**src/rtl/uart_pkg.sv**
```systemverilog
// Shared UART definitions: TX frame state encoding and parity-type constants.
package uart_pkg;

  // TX frame controller state encoding (3-bit).
  localparam logic [2:0] TX_IDLE   = 3'd0;
  localparam logic [2:0] TX_START  = 3'd1;
  localparam logic [2:0] TX_DATA   = 3'd2;
  localparam logic [2:0] TX_PARITY = 3'd3;
  localparam logic [2:0] TX_STOP   = 3'd4;

  typedef enum logic [2:0] {
    ST_IDLE   = TX_IDLE,
    ST_START  = TX_START,
    ST_DATA   = TX_DATA,
    ST_PARITY = TX_PARITY,
    ST_STOP   = TX_STOP
  } tx_state_t;

  // Parity type selector values for PAR_TYP.
  localparam logic PAR_EVEN = 1'b0;
  localparam logic PAR_ODD  = 1'b1;

endpackage

```
**src/rtl/uart_parity_calc.sv**
```systemverilog
// Parity generator: captures the parity bit of a byte when the load strobe fires,
// so the value stays stable for the whole frame regardless of later input changes.
module uart_parity_calc
  import uart_pkg::*;
#(
  parameter int DATA_W = 8
) (
  input  logic              CLK,
  input  logic              RST,
  input  logic [DATA_W-1:0] data,
  input  logic              par_typ,
  input  logic              load,
  output logic              par_bit
);

  // Register the parity of the accepted byte; odd parity inverts the XOR-reduction.
  // NOTE: sequential state is always written with non-blocking assignments so that
  // every register samples its inputs as they were before the clock edge.
  always_ff @(posedge CLK or negedge RST) begin
    if (!RST) begin
      par_bit <= 1'b0;
    end else if (load) begin
      par_bit <= (^data) ^ (par_typ == PAR_ODD);
    end
  end

endmodule

```
**src/rtl/uart_tx_ctrl.sv**
```systemverilog
// UART TX frame controller: accepts a byte, loads and sequences the external
// serializer, and drives the line with start, MSB-first data, optional parity, stop.
module uart_tx_ctrl
  import uart_pkg::*;
#(
  parameter int DATA_W = 8
) (
  input  logic              CLK,
  input  logic              RST,
  input  logic [DATA_W-1:0] P_DATA,
  input  logic              DATA_VLD,
  input  logic              PAR_EN,
  input  logic              PAR_TYP,
  input  logic              SER_DATA,
  input  logic              SER_DONE,
  output logic              SER_EN,
  output logic              SER_LOAD,
  output logic              TX_OUT,
  output logic              BUSY
);

  tx_state_t state;
  logic      par_en_q;
  logic      par_bit;
  logic      accept;

  // A new byte is taken only between frames or in the stop bit (back-to-back).
  assign accept = DATA_VLD && (state == ST_IDLE || state == ST_STOP);

  // The parity register already folds in PAR_TYP at accept time, so the parity
  // type needs no separate latch here.
  uart_parity_calc #(
    .DATA_W (DATA_W)
  ) u_parity (
    .CLK     (CLK),
    .RST     (RST),
    .data    (P_DATA),
    .par_typ (PAR_TYP),
    .load    (accept),
    .par_bit (par_bit)
  );

  // Frame sequencer: state register plus the parity-enable captured at accept.
  always_ff @(posedge CLK or negedge RST) begin
    if (!RST) begin
      state    <= ST_IDLE;
      par_en_q <= 1'b0;
    end else begin
      if (accept) begin
        par_en_q <= PAR_EN;
      end
      case (state)
        ST_IDLE:   if (accept) state <= ST_START;
        ST_START:  state <= ST_DATA;
        ST_DATA:   if (SER_DONE) state <= par_en_q ? ST_PARITY : ST_STOP;
        ST_PARITY: state <= ST_STOP;
        ST_STOP:   state <= accept ? ST_START : ST_IDLE;
        default:   state <= ST_IDLE;
      endcase
    end
  end

  // Combinational outputs decoded from state; the serial data bit passes straight through.
  // NOTE: every output gets a default at the top of always_comb, so no path can
  // leave it unassigned and infer a latch.
  always_comb begin
    TX_OUT = 1'b1;
    SER_EN = 1'b0;
    BUSY   = (state != ST_IDLE);
    // The reset term keeps the load strobe quiet while RST is held, even though
    // the state already reads IDLE and DATA_VLD might be high.
    SER_LOAD = accept && RST;
    case (state)
      ST_IDLE:   TX_OUT = 1'b1;
      ST_START: begin
        TX_OUT = 1'b0;
        SER_EN = 1'b1;
      end
      ST_DATA: begin
        TX_OUT = SER_DATA;
        SER_EN = !SER_DONE;
      end
      ST_PARITY: TX_OUT = par_bit;
      ST_STOP:   TX_OUT = 1'b1;
      default:   TX_OUT = 1'b1;
    endcase
  end

endmodule

```
**config.mk**
```make
export PLATFORM = sky130hd
export DESIGN_NAME = uart_tx_ctrl
export DESIGN_NICKNAME = d
export VERILOG_FILES = /design/src/rtl/uart_pkg.sv /design/src/rtl/uart_parity_calc.sv /design/src/rtl/uart_tx_ctrl.sv
export SDC_FILE = /design/constraint.sdc
export NUM_CORES = 1
export LEC_CHECK = 0
export CAP_MARGIN = 25
export CORE_MARGIN = 5
export CORE_UTILIZATION = 25
export DETAILED_ROUTE_END_ITERATION = 10
export HOLD_SLACK_MARGIN = 0.1
export PLACE_DENSITY = 0.61
export SLEW_MARGIN = 30
export SYNTH_ARGS = -nofsm -noshare
export SYNTH_HDL_FRONTEND = slang
export SYNTH_SLANG_ARGS = --single-unit
```
**constraint.sdc**
```tcl
create_clock -name CLK -period 1.3 [get_ports CLK]
set_input_delay 0.325 -clock CLK [delete_from_list [all_inputs] [get_ports CLK]]
set_output_delay 0.325 -clock CLK [all_outputs]
set_load 0.005 [all_outputs]
```
==> results.py, run 1 <==
metrics = {
    "status": {
        "outcome": "complete, but fails checks",
        "violations": "setup timing",
    },
    "drt": {
        "avgRoutedWirePerCell_um": 10.67,
        "routed_via_density": 4.344,
        "drc": 0,
        "drt_iter0_drc": 0,
        "via_count": 391,
        "dr.pass1.iters": 1,
        "wirelength_um": 960,
        "antenna_left": 0,
    },
    "yosys": {
        "synth_edf_count": 0,
        "yosysWarnings": 0,
        "syn_inst": 36,
        "syn-mean-instance-area_um2": 9.384,
        "async_reset_ff_share_pct": 100.0,
        "synth_top_cell_area_share_pct": 37.04,
        "postSynthNetCount": 51,
        "synthDistinctLibCells": 19,
        "synthFlopType": "dfrtp_1",
        "synthTopCellsByArea": "dfrtp_1, xnor2_1, a21oi_1",
        "syn_area_um2": 337.8,
        "synth_common_cells": "a21oi_1, dfrtp_1, nand2b_1, xnor2_1, nand2_1",
        "yosysTopAreaCell": "dfrtp_1",
        "synth-seq-cells": 5,
        "seq_area_frac_synth_pct": 37.04,
    },
    "power": {
        "comb_power_share_pct": 64.9,
        "pwr-share-seq_pct": 21.6,
        "ir_drop_mv": 1.125,
        "netSwitchingPower_uw": 401.5,
        "power.total_uw": 1306,
        "power_density_nw_per_um2": 1815,
        "switching_share_pct": 30.75,
        "p_clk_share_pct": 13.5,
        "internal_power_uw": 904.2,
        "p_leak_uw": 0.0003469,
    },
    "clocking": {
        "cts_max_level": 1,
        "cts_sinks": 5,
        "clock_latency_ps": 240,
        "clockRootBuffer": "clkbuf_4",
        "clock_path_buffers": 2,
        "cts_buffers": 3,
        "clk_pin_slew_ps": 40,
        "cts_tree": "yes",
    },
    "sta": {
        "worst_pin_slew_ps": 170.2,
        "fin_hold_ws_ps": 369.9,
        "setup-violations-final": 4,
        "clock_skew_ps": 4.598,
        "fin_crit_sh_pct": 126.2,
        "grt_setup_unrepaired": "yes",
        "final-hold-violation-count": 0,
        "period_needed_ps": 1640,
        "slew_headroom_pct": 88.57,
        "drv_slew": 0,
        "clock.fmax_mhz": 609.6,
        "timing.setup.tns_ps": -1121,
        "fin_ws_ps": -340.3,
    },
    "final_layout": {
        "nets": 91,
        "multi_input_area_um2": 230.2,
        "seqCellArea_um2": 125.1,
        "syn2layout_area_growth_pct": 113.0,
        "instances_no_fill": 90,
        "fillers": 127,
        "antenna_cells": 0,
        "drive_gt1_share_pct": 42.67,
    },
    "job": {
        "max-cap-violations": 0,
    },
    "critical_path": {
        "r2r_slack_ps": 100,
        "critPathTopFamily": "flip-flops",
        "crit_end": "TX_OUT",
        "r2r_end": "par_en_q",
        "worst-path-stages": 5,
        "critPathKind": "reg -> out",
        "path_buf_inv": 2,
        "crit_path_max_fanout": 3,
        "critPathSlowestCell": "dfrtp_1",
        "startpoint": "state[0]",
        "r2r_start": "state[0]",
        "r2r_cells": 5,
        "cp_slowest_stage_delay_ps": 400,
        "cp-start-kind": "register",
        "cp_data_arrival_time_ps": 1320,
        "crit_path_end_kind": "output port",
        "crit_top_cell": "buf_6",
        "path_cells": "buf_6 -> nor3b_2 -> a21oi_1 -> or2_4 -> buf_6",
        "critPathRequiredTime_ps": 980,
    },
    "place": {
        "place_inst": 80,
        "post-dp-hpwl_um": 727.2,
        "place_ws_ps": -718.5,
        "routabilityCongestion": 0.7410,
        "io_buffers": 18,
    },
    "floorplanning": {
        "die_width_um": 46.76,
        "dieArea_um2": 2187,
        "io_pins": 19,
        "core_area_um2": 1285,
        "dieHeight_um": 46.76,
        "initial_core_util_pct": 26.29,
        "rows": 13,
    },
    "global_route": {
        "grt_usage_pct": 9.617,
        "antenna_found_initial": 0,
        "grt-ovfl-total": 0,
        "grt_pass1_wl_mm": 1.442,
        "first_global_vias": 362,
        "grt_start_max_net_pins": 6,
    },
    "worst_hold_path": {
        "hold_class": "in -> async",
    },
}
what timing repair did:
action / CTS / global route
endpoints found under the hold margin: 0 / 0
setup endpoints to repair: 5 / 5
gates resized for setup: 33 / 4
buffers inserted: 5 / 1
pin swaps: 9 / 6
hold buffers: 0 / 0
kinds of logic after synthesis:
| group | count (synthesis) | synth area share (%) |
|---|---|---|
| AO/OA/AOI/OAI | 6 | 8.886 |
| XOR/XNOR | 7 | 22.22 |
| buffers and inverters | 2 | 2.590 |
| flip-flops | 5 | 37.04 |
| multiplexers | 1 | 3.333 |
| AND/OR/NAND/NOR | 15 | 25.93 |
worst reg2reg max path, stage by stage, from the launching register on:
cell and delay (ps):
dfrtp_1 400, buf_6 140, buf_6 110, nor2_4 90
nand2_1 80, mux2_2 270
cells in the final DEF (no fill, tap or decap), drive strengths merged:
| cell | Yosys | final |
|---|---|---|
| inv | 1 | 1 |
| dlygate4sd2 | 0 | 7 |
| or2 | 1 | 1 |
| and3 | 1 | 1 |
| clkbuf | 0 | 4 |
| xnor2 | 4 | 4 |
| nand3b | 1 | 1 |
| nand4b | 1 | 1 |
| clkdlybuf4s50 | 0 | 7 |
| xor2 | 2 | 2 |
| nor2 | 1 | 1 |
| mux2 | 1 | 1 |
| a21oi | 5 | 5 |
| nor3b | 1 | 1 |
| buf | 1 | 22 |
| o21ai | 1 | 1 |
| or3 | 1 | 1 |
| dfrtp | 5 | 5 |
| nand2 | 3 | 3 |
| nand2b | 4 | 4 |
| xnor3 | 1 | 1 |
| nand3 | 1 | 1 |
layout make-up:
| class | count | share of cell area [%] |
|---|---|---|
| inverters | 1 | 0.5217 |
| multi-input cells | 29 | 32.00 |
| well taps | 15 | 2.609 |
| flip-flops and latches | 5 | 17.39 |
| clock buffers | 4 | 3.652 |
| repair buffers | 36 | 43.83 |
worst min-delay path by stage:
stage	from	endpoint	slack, ps	depth (start not counted)
3_3_place_gp	par_en_q	par_en_q	520	1
4_1_cts	RST	u_parity.par_bit	370	2
3_5_place_dp	par_en_q	par_en_q	540	1
6_report	RST	state[2]	370	2
2_1_floorplan	RST	par_en_q	30	0
5_1_grt	RST	state[0]	380	2
per-stage QoR:
stage	area, um2	utilization (%)
after floorplan	337.8	-
after global placement	621.8	48.39
after detailed placement	621.8	48.39
after CTS	696.9	54.24
after global routing	719.4	55.99
final	719.4	55.99
layer usage:
layer	up-vias	track usage, %	wire (um)
li1	199	-	-
met1	182	11.45	371
met2	10	15.18	509
met3	0	5.747	79
met4	0	1.657	0
met5	-	0	0
sequential cells by signal (all words and copies together), names as in the netlist:
name,flops
par_en_q,1
state,3
u_parity.par_bit,1
power groups by stage:
stage | clock, uW | combinational [uW] | sequential [uW]
final | 176 | 847 | 282
after global routing | 205 | 917 | 290
after CTS | 183 | 796 | 275
after detailed placement | 0 | 641 | 281
after global placement | 0 | 633 | 281
after floorplan | 0 | 276 | 267
Power figures use the tool's default switching activity.
==> run 2, diff against run 1 <==
Settings changed: CTS_CLUSTER_DIAMETER set to 80.
==> results of run 2 <==
Final layout, timing and power as in run 1 (identical DEF).
